**src/rtl/axi_burst_addr_gen_pkg.sv**
```systemverilog
// Shared AXI command types and helpers for the burst address generator.
//   axi_addr_t / axi_length_t / axi_size_e / axi_burst_e : command field types
//   addr_gen_state_e                                      : generator FSM states
//   axi_next_beat_addr()                                  : address of the following beat
package axi_burst_addr_gen_pkg;

  localparam int unsigned AXI_ADDR_W       = 32;
  localparam int unsigned AXI_ID_W         = 4;
  localparam int unsigned AXI_4KB_BOUNDARY = 4096;

  typedef logic [AXI_ADDR_W-1:0] axi_addr_t;
  typedef logic [AXI_ID_W-1:0]   axi_mid_t;
  typedef logic [7:0]            axi_length_t;

  typedef enum logic [2:0] {
    AXI_SIZE_1B   = 3'd0,
    AXI_SIZE_2B   = 3'd1,
    AXI_SIZE_4B   = 3'd2,
    AXI_SIZE_8B   = 3'd3,
    AXI_SIZE_16B  = 3'd4,
    AXI_SIZE_32B  = 3'd5,
    AXI_SIZE_64B  = 3'd6,
    AXI_SIZE_128B = 3'd7
  } axi_size_e;

  typedef enum logic [1:0] {
    AXI_BURST_FIXED = 2'b00,
    AXI_BURST_INCR  = 2'b01,
    AXI_BURST_WRAP  = 2'b10,
    AXI_BURST_RSVD  = 2'b11
  } axi_burst_e;

  typedef enum logic {
    AG_IDLE  = 1'b0,
    AG_BURST = 1'b1
  } addr_gen_state_e;

  // INCR/WRAP step from the size-aligned address; WRAP folds back to the
  // bottom of its (len+1)<<size window when it steps past the top.
  function automatic axi_addr_t axi_next_beat_addr(input axi_addr_t   addr,
                                                   input axi_size_e   size,
                                                   input axi_length_t len,
                                                   input axi_burst_e  burst);
    axi_addr_t bytes, aligned, total, lower, nxt;
    bytes   = axi_addr_t'(1) << size;
    aligned = addr & ~(bytes - axi_addr_t'(1));
    total   = (axi_addr_t'(len) + axi_addr_t'(1)) << size;
    lower   = addr & ~(total - axi_addr_t'(1));
    nxt     = aligned + bytes;
    case (burst)
      AXI_BURST_INCR: axi_next_beat_addr = nxt;
      AXI_BURST_WRAP: axi_next_beat_addr = (nxt == lower + total) ? lower : nxt;
      default:        axi_next_beat_addr = addr;
    endcase
  endfunction

endpackage

```
**src/rtl/axi_burst_addr_gen_if.sv**
```systemverilog
// Command / beat / error signal bundle of axi_burst_addr_gen.
//   slave  : generator side (accepts commands, produces beats and errors)
//   master : upstream/downstream side (drives commands, consumes beats)
interface axi_burst_addr_gen_if #(
  parameter int unsigned ADDR_W = 32,
  parameter int unsigned ID_W   = 4
) ();
  logic              cmd_valid;
  logic              cmd_ready;
  logic [ID_W-1:0]   cmd_id;
  logic [ADDR_W-1:0] cmd_addr;
  logic [7:0]        cmd_len;
  logic [2:0]        cmd_size;
  logic [1:0]        cmd_burst;
  logic              beat_valid;
  logic              beat_ready;
  logic [ID_W-1:0]   beat_id;
  logic [ADDR_W-1:0] beat_addr;
  logic [7:0]        beat_idx;
  logic              beat_last;
  logic              err_valid;
  logic [ID_W-1:0]   err_id;

  modport slave (
    input  cmd_valid, cmd_id, cmd_addr, cmd_len, cmd_size, cmd_burst, beat_ready,
    output cmd_ready, beat_valid, beat_id, beat_addr, beat_idx, beat_last,
           err_valid, err_id
  );

  modport master (
    output cmd_valid, cmd_id, cmd_addr, cmd_len, cmd_size, cmd_burst, beat_ready,
    input  cmd_ready, beat_valid, beat_id, beat_addr, beat_idx, beat_last,
           err_valid, err_id
  );
endinterface

```
**src/rtl/axi_burst_addr_gen_cmd_legality_chk.sv**
```systemverilog
// Combinational legality check of one AXI burst command.
//   cmd_page_off : low 12 address bits (offset inside the 4KB page)
//   cmd_len/size/burst : AxLEN / AxSIZE / AxBURST
//   illegal      : command must be rejected
module axi_cmd_legality_chk
  import axi_burst_addr_gen_pkg::*;
#(
  parameter int unsigned DATA_BYTES = 4
) (
  input  logic [11:0] cmd_page_off,
  input  logic [7:0]  cmd_len,
  input  logic [2:0]  cmd_size,
  input  logic [1:0]  cmd_burst,
  output logic        illegal
);
  logic [8:0]  bytes;
  logic [11:0] off_aligned;
  logic [15:0] span;
  logic [16:0] end_off;
  logic        rsvd, too_wide, wrap_len_bad, wrap_unaligned, incr_cross;

  always_comb begin
    bytes       = 9'd1 << cmd_size;
    off_aligned = cmd_page_off & ~(12'(bytes) - 12'd1);
    span        = (16'(cmd_len) + 16'd1) << cmd_size;
    end_off     = 17'(off_aligned) + 17'(span);

    rsvd           = (cmd_burst == AXI_BURST_RSVD);
    too_wide       = (32'(bytes) > DATA_BYTES);
    wrap_len_bad   = !(cmd_len == 8'd1 || cmd_len == 8'd3 ||
                       cmd_len == 8'd7 || cmd_len == 8'd15);
    wrap_unaligned = ((cmd_page_off[6:0] & (bytes[6:0] - 7'd1)) != 7'd0);
    // Ending exactly on the page boundary is legal; only a spill past it is not.
    incr_cross     = (end_off > 17'(AXI_4KB_BOUNDARY));

    illegal = rsvd | too_wide |
              ((cmd_burst == AXI_BURST_WRAP) & (wrap_len_bad | wrap_unaligned)) |
              ((cmd_burst == AXI_BURST_INCR) & incr_cross);
  end
endmodule

```
**src/rtl/axi_burst_addr_gen.sv**
```systemverilog
// Expands one AXI AW/AR command into per-beat addresses for the data channel.
//   ACLK, ARESETn : clock, asynchronous active-low reset
//   bus (slave)   : cmd_* command handshake, beat_* per-beat address stream,
//                   err_* one-cycle rejection pulse for illegal commands
module axi_burst_addr_gen
  import axi_burst_addr_gen_pkg::*;
#(
  parameter int unsigned ADDR_W     = 32,
  parameter int unsigned DATA_BYTES = 4,
  parameter int unsigned ID_W       = 4
) (
  input  logic                  ACLK,
  input  logic                  ARESETn,
  axi_burst_addr_gen_if.slave   bus
);
  addr_gen_state_e   state_q, state_d;
  logic [ADDR_W-1:0] beat_addr_q, beat_addr_d;
  logic [7:0]        beat_idx_q, beat_idx_d;
  logic [ID_W-1:0]   beat_id_q, beat_id_d;
  logic [ID_W-1:0]   err_id_q, err_id_d;
  logic              err_valid_q, err_valid_d;
  axi_length_t       len_q, len_d;
  axi_size_e         size_q, size_d;
  axi_burst_e        burst_q, burst_d;

  logic              illegal, beat_valid, beat_last, beat_hs, cmd_ready, accept;
  logic [ADDR_W-1:0] next_addr;

  axi_cmd_legality_chk #(
    .DATA_BYTES (DATA_BYTES)
  ) u_legality (
    .cmd_page_off (bus.cmd_addr[11:0]),
    .cmd_len      (bus.cmd_len),
    .cmd_size     (bus.cmd_size),
    .cmd_burst    (bus.cmd_burst),
    .illegal      (illegal)
  );

  assign beat_valid = (state_q == AG_BURST);
  assign beat_last  = beat_valid & (beat_idx_q == len_q);
  assign beat_hs    = beat_valid & bus.beat_ready;
  // Ready on the last handshake lets the next burst follow with no bubble.
  assign cmd_ready  = (state_q == AG_IDLE) | (beat_hs & beat_last);
  assign accept     = bus.cmd_valid & cmd_ready;
  assign next_addr  = ADDR_W'(axi_next_beat_addr(axi_addr_t'(beat_addr_q),
                                                 size_q, len_q, burst_q));

  always_comb begin
    state_d     = state_q;
    beat_addr_d = beat_addr_q;
    beat_idx_d  = beat_idx_q;
    beat_id_d   = beat_id_q;
    len_d       = len_q;
    size_d      = size_q;
    burst_d     = burst_q;
    err_valid_d = 1'b0;
    err_id_d    = err_id_q;
    if (accept) begin
      if (illegal) begin
        state_d     = AG_IDLE;
        err_valid_d = 1'b1;
        err_id_d    = bus.cmd_id;
      end else begin
        state_d     = AG_BURST;
        beat_addr_d = bus.cmd_addr;
        beat_idx_d  = 8'd0;
        beat_id_d   = bus.cmd_id;
        len_d       = bus.cmd_len;
        size_d      = axi_size_e'(bus.cmd_size);
        burst_d     = axi_burst_e'(bus.cmd_burst);
      end
    end else if (beat_hs) begin
      if (beat_last) begin
        state_d = AG_IDLE;
      end else begin
        beat_idx_d  = beat_idx_q + 8'd1;
        beat_addr_d = next_addr;
      end
    end
  end

  always_ff @(posedge ACLK or negedge ARESETn) begin
    if (!ARESETn) begin
      state_q     <= AG_IDLE;
      beat_addr_q <= '0;
      beat_idx_q  <= '0;
      beat_id_q   <= '0;
      len_q       <= '0;
      size_q      <= AXI_SIZE_1B;
      burst_q     <= AXI_BURST_FIXED;
      err_valid_q <= 1'b0;
      err_id_q    <= '0;
    end else begin
      state_q     <= state_d;
      beat_addr_q <= beat_addr_d;
      beat_idx_q  <= beat_idx_d;
      beat_id_q   <= beat_id_d;
      len_q       <= len_d;
      size_q      <= size_d;
      burst_q     <= burst_d;
      err_valid_q <= err_valid_d;
      err_id_q    <= err_id_d;
    end
  end

  assign bus.cmd_ready  = cmd_ready;
  assign bus.beat_valid = beat_valid;
  assign bus.beat_id    = beat_id_q;
  assign bus.beat_addr  = beat_addr_q;
  assign bus.beat_idx   = beat_idx_q;
  assign bus.beat_last  = beat_last;
  assign bus.err_valid  = err_valid_q;
  assign bus.err_id     = err_id_q;
endmodule
```
**src/flat_wrapper.sv**
```systemverilog
// flat-port wrapper written by rule: the top's interface ports become plain ports
module axi_burst_addr_gen_flat import axi_burst_addr_gen_pkg::*;
#(
  parameter int unsigned ADDR_W     = 32,
  parameter int unsigned DATA_BYTES = 4,
  parameter int unsigned ID_W       = 4
)
  (ACLK, ARESETn, bus_cmd_valid, bus_cmd_id, bus_cmd_addr, bus_cmd_len, bus_cmd_size, bus_cmd_burst, bus_beat_ready, bus_cmd_ready, bus_beat_valid, bus_beat_id, bus_beat_addr, bus_beat_idx, bus_beat_last, bus_err_valid, bus_err_id);
  axi_burst_addr_gen_if #(.ADDR_W(ADDR_W), .ID_W(ID_W)) bus_i ();
  input  logic ACLK;
  input  logic ARESETn;
  input wire logic [$bits(bus_i.cmd_valid)-1:0] bus_cmd_valid;
  input wire logic [$bits(bus_i.cmd_id)-1:0] bus_cmd_id;
  input wire logic [$bits(bus_i.cmd_addr)-1:0] bus_cmd_addr;
  input wire logic [$bits(bus_i.cmd_len)-1:0] bus_cmd_len;
  input wire logic [$bits(bus_i.cmd_size)-1:0] bus_cmd_size;
  input wire logic [$bits(bus_i.cmd_burst)-1:0] bus_cmd_burst;
  input wire logic [$bits(bus_i.beat_ready)-1:0] bus_beat_ready;
  output wire logic [$bits(bus_i.cmd_ready)-1:0] bus_cmd_ready;
  output wire logic [$bits(bus_i.beat_valid)-1:0] bus_beat_valid;
  output wire logic [$bits(bus_i.beat_id)-1:0] bus_beat_id;
  output wire logic [$bits(bus_i.beat_addr)-1:0] bus_beat_addr;
  output wire logic [$bits(bus_i.beat_idx)-1:0] bus_beat_idx;
  output wire logic [$bits(bus_i.beat_last)-1:0] bus_beat_last;
  output wire logic [$bits(bus_i.err_valid)-1:0] bus_err_valid;
  output wire logic [$bits(bus_i.err_id)-1:0] bus_err_id;
  assign bus_i.cmd_valid = bus_cmd_valid;
  assign bus_i.cmd_id = bus_cmd_id;
  assign bus_i.cmd_addr = bus_cmd_addr;
  assign bus_i.cmd_len = bus_cmd_len;
  assign bus_i.cmd_size = bus_cmd_size;
  assign bus_i.cmd_burst = bus_cmd_burst;
  assign bus_i.beat_ready = bus_beat_ready;
  assign bus_cmd_ready = bus_i.cmd_ready;
  assign bus_beat_valid = bus_i.beat_valid;
  assign bus_beat_id = bus_i.beat_id;
  assign bus_beat_addr = bus_i.beat_addr;
  assign bus_beat_idx = bus_i.beat_idx;
  assign bus_beat_last = bus_i.beat_last;
  assign bus_err_valid = bus_i.err_valid;
  assign bus_err_id = bus_i.err_id;
  axi_burst_addr_gen #(.ADDR_W(ADDR_W), .DATA_BYTES(DATA_BYTES), .ID_W(ID_W)) u_core (.ACLK(ACLK), .ARESETn(ARESETn), .bus(bus_i));
endmodule
```
**config.mk**
```make
export PLATFORM = sky130hd
export DESIGN_NAME = axi_burst_addr_gen_flat
export DESIGN_NICKNAME = d
export VERILOG_FILES = /design/src/rtl/axi_burst_addr_gen_pkg.sv /design/src/rtl/axi_burst_addr_gen_if.sv /design/src/rtl/axi_burst_addr_gen_cmd_legality_chk.sv /design/src/rtl/axi_burst_addr_gen.sv /design/src/flat_wrapper.sv
export SDC_FILE = /design/constraint.sdc
export NUM_CORES = 1
export LEC_CHECK = 0
export CORE_ASPECT_RATIO = 2
export CORE_MARGIN = 3
export CORE_UTILIZATION = 50
export CTS_BUF_LIST = sky130_fd_sc_hd__clkbuf_8
export CTS_CLUSTER_SIZE = 14
export DETAILED_ROUTE_END_ITERATION = 6
export PLACE_DENSITY = 0.81
export SYNTH_ARGS = -nofsm -noshare
export SYNTH_HDL_FRONTEND = slang
export SYNTH_HIERARCHICAL = 1
export SYNTH_SLANG_ARGS = --single-unit
```
**constraint.sdc**
```tcl
create_clock -name ACLK -period 6.7 [get_ports ACLK]
set_input_delay 1.34 -clock ACLK [delete_from_list [all_inputs] [get_ports ACLK]]
set_output_delay 1.34 -clock ACLK [all_outputs]
set_load 0.03 [all_outputs]
```
# Word-level counts from Yosys, hierarchy flattened
# Index checks and enable logic that the tools add are counted.
[totals]
ff_bits = 63
inputBits = 53
output_inout_bits = 52
word_cells = 87
[classes]
add_sub_neg = 10
order_cmp = 2
eq_ne = 13
n_shift = 4
muxes = 16
bitwise = 20
n_reduce_logical = 13
[ops]
columns = ["operator", "count"]
rows = [
  ["two-way mux 32 bit", 5],
  ["adder 32 bit", 2],
  ["bitwise AND 32 bit", 2],
  ["NOT 32 bit", 2],
  ["one-hot mux 32 bit (2 select lines)", 1],
  ["subtractor 32 x 1 -> 32 bit, second input constant", 2],
  ["equality test 32 bit", 1],
  ["two-way mux 8 bit", 4],
  ["left shift 1 x 3 -> 32 bit, first input constant", 1],
  ["left shift 32 x 3 -> 32 bit", 1],
  ["adder 8 x 1 -> 9 bit, second input constant", 2],
  ["adder 12 x 16 -> 17 bit", 1],
  ["greater-than comparator 17 x 13 -> 1 bit, second input constant", 1],
  ["left shift 9 x 3 -> 16 bit", 1],
  ["bitwise AND 12 bit", 1],
  ["NOT 12 bit", 1],
  ["subtractor 9 x 1 -> 10 bit, second input constant", 1],
  ["greater-than comparator 9 x 3 -> 1 bit, second input constant", 1],
  ["left shift 1 x 3 -> 9 bit, first input constant", 1],
  ["adder 8 x 1 -> 8 bit, second input constant", 1],
  ["equality test 8 x 1 -> 1 bit, second input constant", 1],
  ["equality test 8 x 2 -> 1 bit, second input constant", 1],
  ["equality test 8 x 3 -> 1 bit, second input constant", 1],
  ["equality test 8 x 4 -> 1 bit, second input constant", 1],
  ["other kinds (18)", 42],
]

# Logic depth before layout (Yosys ltp)
[depth]
word_depth = 12
ltp_mapped = 30
mapped_depth_nobuf = 26

# Hierarchy
# Netlist, hierarchy kept.
[modules_own_cells]
columns = ["module", "n_inst", "cells_each", "area_per_inst_um2"]
rows = [
  ["axi_burst_addr_gen", 1, 1031, 8040.2],
  ["axi_cmd_legality_chk", 1, 195, 1293.7],
]

# Worst setup path after synthesis
# OpenSTA, ideal clock, no wires.
[synth_path]
path_kind = "register to register"
start = "register u_core.len_q[0]"
end = "register u_core.beat_addr_q[31] (netlist: u_core/bus.beat_addr[31])"
setup_ns = 0.096
arrival_ns = 6.168
required_ns = 6.604
slack_ns = 0.437
stages_incl_launch_ff = 26
period_less_slack_ns = 6.263
cell_sequence = "dfrtp_1 > ha_1 > or2_4 > nand3_1 > ha_1 > or3b_1 > o21a_1 > nor3_4 > nand4_1 > nor3_1 > and3b_1 > ha_1 > or2_2 > a2111oi_0 > nand4b_1 > mux2i_1 > nand4_1 > a2111o_1 > nor4_1 > nand4_1 > nor4_4 > nand3_4 > buf_6 > nor2_2 > o21ai_1 > a311oi_2"
[synth_via]
elab_chain_cells = 12
elab_cells_between_ends = 22
classes_between = "add/sub (3); eq/ne (4); shift (1); mux (5); bitwise (6); reduce/logical (3)"
[synth_lines]
columns = ["item", "line", "text"]
rows = [
  ["start: declaration", "axi_burst_addr_gen.sv:22", "axi_length_t len_q, len_d;"],
  ["start signal: assignment", "axi_burst_addr_gen.sv:98", "len_q <= len_d;"],
  ["adder 8 x 1 -> 9 bit", "axi_burst_addr_gen_pkg.sv:47", "total = (axi_addr_t'(len) + axi_addr_t'(1)) << size;"],
  ["left shift 32 x 3 -> 32 bit", "axi_burst_addr_gen_pkg.sv:47", ""],
  ["subtractor 32 x 1 -> 32 bit", "axi_burst_addr_gen_pkg.sv:48", "lower = addr & ~(total - axi_addr_t'(1));"],
  ["NOT 32 bit", "axi_burst_addr_gen_pkg.sv:48", ""],
  ["bitwise AND 32 bit", "axi_burst_addr_gen_pkg.sv:48", ""],
  ["adder 32 bit", "axi_burst_addr_gen_pkg.sv:52", "AXI_BURST_WRAP: axi_next_beat_addr = (nxt == lower + total) ? lower : nxt;"],
  ["equality test 32 bit", "axi_burst_addr_gen_pkg.sv:52", ""],
  ["two-way mux 32 bit", "axi_burst_addr_gen_pkg.sv:52", ""],
  ["one-hot mux 32 bit (2 select lines)", "axi_burst_addr_gen_pkg.sv:50", "case (burst)"],
  ["two-way mux 32 bit", "axi_burst_addr_gen.sv:73", "if (beat_last) begin"],
  ["two-way mux 32 bit", "axi_burst_addr_gen.sv:72", "end else if (beat_hs) begin"],
  ["two-way mux 32 bit", "axi_burst_addr_gen.sv:58", "if (accept) begin"],
  ["end signal: assignment", "axi_burst_addr_gen.sv:95", "beat_addr_q <= beat_addr_d;"],
  ["end: declaration", "axi_burst_addr_gen.sv:17", "logic [ADDR_W-1:0] beat_addr_q, beat_addr_d;"],
]
# Parallel ways exist; a longest one is shown, timed or not. The select of a mux whose other input is x is not followed.
# A chain may end at the register's enable or synchronous reset.

# Final worst setup path
[layout_path]
start = "register u_core.len_q[0]"
end = "register u_core.beat_addr_q[10] (netlist: u_core/bus.beat_addr[10])"
# The elaborated chain is that of the path after synthesis.

==> flow_summary_export.csv <==
group,metric,value,unit
outcome,outcome,"finished, violations left",
outcome,violations,"DRC",
global_route,grt_usage,35.1,%
sta,drv_slew,0,
synth,ys_seq_area_share,16.9,%
placement,place_congestion,1.11,
synth,avgSynthCellArea,7.61,um^2
floorplan,dieArea,20400,um^2
floorplan,die_h,199,um
synth,yosysUniqueCellTypes,124,
global_route,gr-total-overflow,0,
clocking,h-tree-depth,3,
final_layout,nNetsFinal,1438,
setup_path,regToRegSetupSlack,0.06,ns
clocking,cts_sinks,63,
synth,ys_ff_latch,63,
routing,drcViolationCount,2,
routing,first_iter_violations,1117,
setup_path,cp-startpoint,"u_core/len_q[0]",
setup_path,path_max_fanout,16,
global_route,grt_first_pass_wirelength,55.5,mm
setup_path,worst_ep_required_time,6.99,ns
final_layout,diodes,0,
final_layout,final_cells,1573,
global_route,grt_max_degree,64,
sta,worst-slew-pin-transition,1.07,ns
setup_path,worst_r2r_path_depth,23,
routing,ant_nets,0,
sta,hold_viol,0,
routing,num_vias,10800,
routing,drt_first_pass_iters,7,
setup_path,critPathLaunchType,"flop",
routing,wl_per_cell,23.3,um
setup_path,arrival,6.93,ns
sta,finClkSkew,0.0120,ns
synth,yosys.area.top_type,"dfrtp_1",
clocking,cts_root_buffer,"clkbuf_8",
placement,dpl.hpwl,27.6,mm
synth,synth.top_cell.area_share,16.9,%
sta,finalSetupViolCount,0,
synth,synth.cell_area,9330,um^2
setup_path,worstReg2RegStart,"u_core/len_q[0]",
worst_hold_path,min_path_type,"flop to flop",
synth,synth_edf_count,0,
floorplan,core,18300,um^2
clocking,cts_made_buffers,9,
floorplan,die_w,103,um
final_layout,final_util,61.6,%
final_layout,drive_above_1_share,17.1,%
job,max_cap_viol_count,0,
routing,routed_wl,36.6,mm
synth,netlist_instances,1226,
setup_path,critPathKind,"flop to flop",
clocking,path_clk_slew,0.08,ns
setup_path,crit_end,"u_core/bus.beat_addr[10]",
setup_path,end_kind,"flop",
setup_path,r2r_end,"u_core/bus.beat_addr[10]",
placement,portBuffers,104,
clocking,cts_tree,"done",
synth,async_flop_share,100,%
synth,synth_ff_type,"dfrtp_1",
floorplan,initial_core_util,51.0,%
routing,viasPerCell,6.90,
clocking,clk_latency,0.36,ns
synth,ys.warnings.count,6,
floorplan,num_io_pins,105,
final_layout,area_growth,20.7,%
sta,maxSlewHeadroom,28.7,%
sta,timing.fmax,0.151,GHz
placement,pre_cts_slack,-0.163,ns
synth,synth_nets,1312,
placement,dp_cells,1540,
sta,setup_slack,0.0622,ns
synth,synthTopCellsByArea,"dfrtp_1 (17%), a21oi_1 (5.0%), nand2_1 (4.4%)",
worst_hold_path,whs_path_depth,1,
clocking,cts_buffer_depth,2,
global_route,antenna_found_initial,0,
sta,period_share,99.1,%
sta,post-route-min-period,6.64,ns
global_route,grt_pass1_vias,10500,
floorplan,rows,70,
worst min path at each step:
stage	start	to	slack [ns]
final	u_core/bus.err_id[3]	u_core/bus.err_id[3]	0.51
after global routing	u_core/bus.err_id[3]	u_core/bus.err_id[3]	0.53
after CTS	u_core/bus.err_id[3]	u_core/bus.err_id[3]	0.51
after detailed placement	u_core/bus.err_id[3]	u_core/bus.err_id[3]	0.49
after global placement	u_core/bus.err_id[3]	u_core/bus.err_id[3]	0.49
after floorplan	u_core/burst_q[1]	u_core/burst_q[1]	0.48
layer usage:
layer,GRT usage (%),vias up,wire length [um]
li1,-,4810,-
met1,36.9,5067,11800
met2,58.8,705,18000
met3,5.97,266,2850
met4,29.9,0,3890
met5,0,-,0
worst max-delay path, cell delays in order, from the launching register on:
cell     delay [ns]
dfrtp_1        0.40
buf_4          0.25
and4_1         0.24
a21oi_1        0.13
or3_1          0.43
a21o_2         0.30
nor3_4         0.27
nand4_1        0.26
nor3_2         0.24
ha_1           0.25
and2_1         0.19
ha_1           0.43
nand3_1        0.12
o41a_1         0.47
a41oi_4        0.34
mux2_2         0.39
mux2i_2        0.28
nand4_1        0.21
nor4_4         0.39
nand3_4        0.21
buf_6          0.17
buf_4          0.15
a211o_1        0.30
a21oi_2        0.13
metrics by stage:
step	hold WS (ns)	TNS [ns]	instance area, um^2
after floorplan	0.485	0	9330
after global placement	0.489	-0.102	10800
after detailed placement	0.491	-0.272	10800
after CTS	0.508	0	11000
after global routing	0.529	-0.380	11300
final	0.505	0	11300
timing repair:
item                                    4_1_cts  5_1_grt
endpoints found under the setup margin        0       32
resized for setup                             0       39
hold buffers                                  0        0
setup buffers                                 0       17
state kept, by name, summed over array words and instances (netlist names):
register,flops
u_core/bus.beat_addr,32
u_core/bus.err_valid,1
u_core/bus.beat_id,4
u_core/bus.beat_idx,8
u_core/len_q,8
u_core/burst_q,2
u_core/size_q,3
u_core/bus.err_id,4
u_core/bus.beat_valid,1
layout make-up:
class                   instances  area [um^2]
clock buffers                  10          138
inverters                      31          116
flip-flops and latches         63         1580
multi-input cells            1050         7330
clock inverters                 6         85.1
repair buffers                197         1750
fillers                      1634         7040
well taps                     216          270
cell usage in the layout, fill, tap and decap left out, types with 11 or more instances in the layout:
| master | instances |
|---|---|
| xnor2_1 | 39 |
| a31oi_1 | 17 |
| buf_4 | 90 |
| nand3_1 | 48 |
| nand2b_1 | 23 |
| nor3_1 | 45 |
| nand2_1 | 110 |
| or3_1 | 25 |
| and3_1 | 25 |
| o21a_1 | 20 |
| mux2i_1 | 25 |
| o21ai_0 | 74 |
| and2_1 | 20 |
| inv_1 | 29 |
| a21oi_1 | 90 |
| clkdlybuf4s50_1 | 102 |
| nand4_1 | 20 |
| mux2_2 | 22 |
| ha_1 | 29 |
| o211ai_1 | 15 |
| xor2_1 | 33 |
| o21ai_1 | 14 |
| a211oi_1 | 11 |
| nor2_1 | 94 |
| a21o_1 | 16 |
| dfrtp_1 | 61 |
| nor2b_1 | 14 |
synthesized netlist by cell type, drive strengths merged, types with 5 or more instances:
cell and count:
o21ai 90, mux2 23, ha 32, inv 30
nand2 113, or2 12, a31oi 20, and2 20
a21oi 97, mux2i 29, xnor2 41, a21boi 6
nor2 98, o31ai 7, nand2b 24, o211ai 16
nor2b 15, a221oi 7, and3 26, a211o 5
nor3 51, xor2 34, dfrtp 63, a211oi 14
nor4b 5, and3b 6, o22ai 7, o221ai 6
nand3 52, nand4 20, and4 13, nor4 14
a21o 17, clkbuf 48, or3 27, buf 34
or4 5, o21a 20
cell families after synthesis:
| kind of cell | Yosys count | synth area share (%) |
|---|---|---|
| XOR/XNOR | 79 | 8.20 |
| AO/OA/AOI/OAI | 363 | 26.9 |
| adder cells (fa/ha/maj) | 33 | 4.50 |
| flip-flops | 63 | 16.9 |
| AND/OR/NAND/NOR | 523 | 31.4 |
| multiplexers | 52 | 6.10 |
| buffers and inverters | 113 | 6.01 |
Power is not shown: default switching activity piles up to over one toggle a cycle in this logic, so the estimate is an artifact.
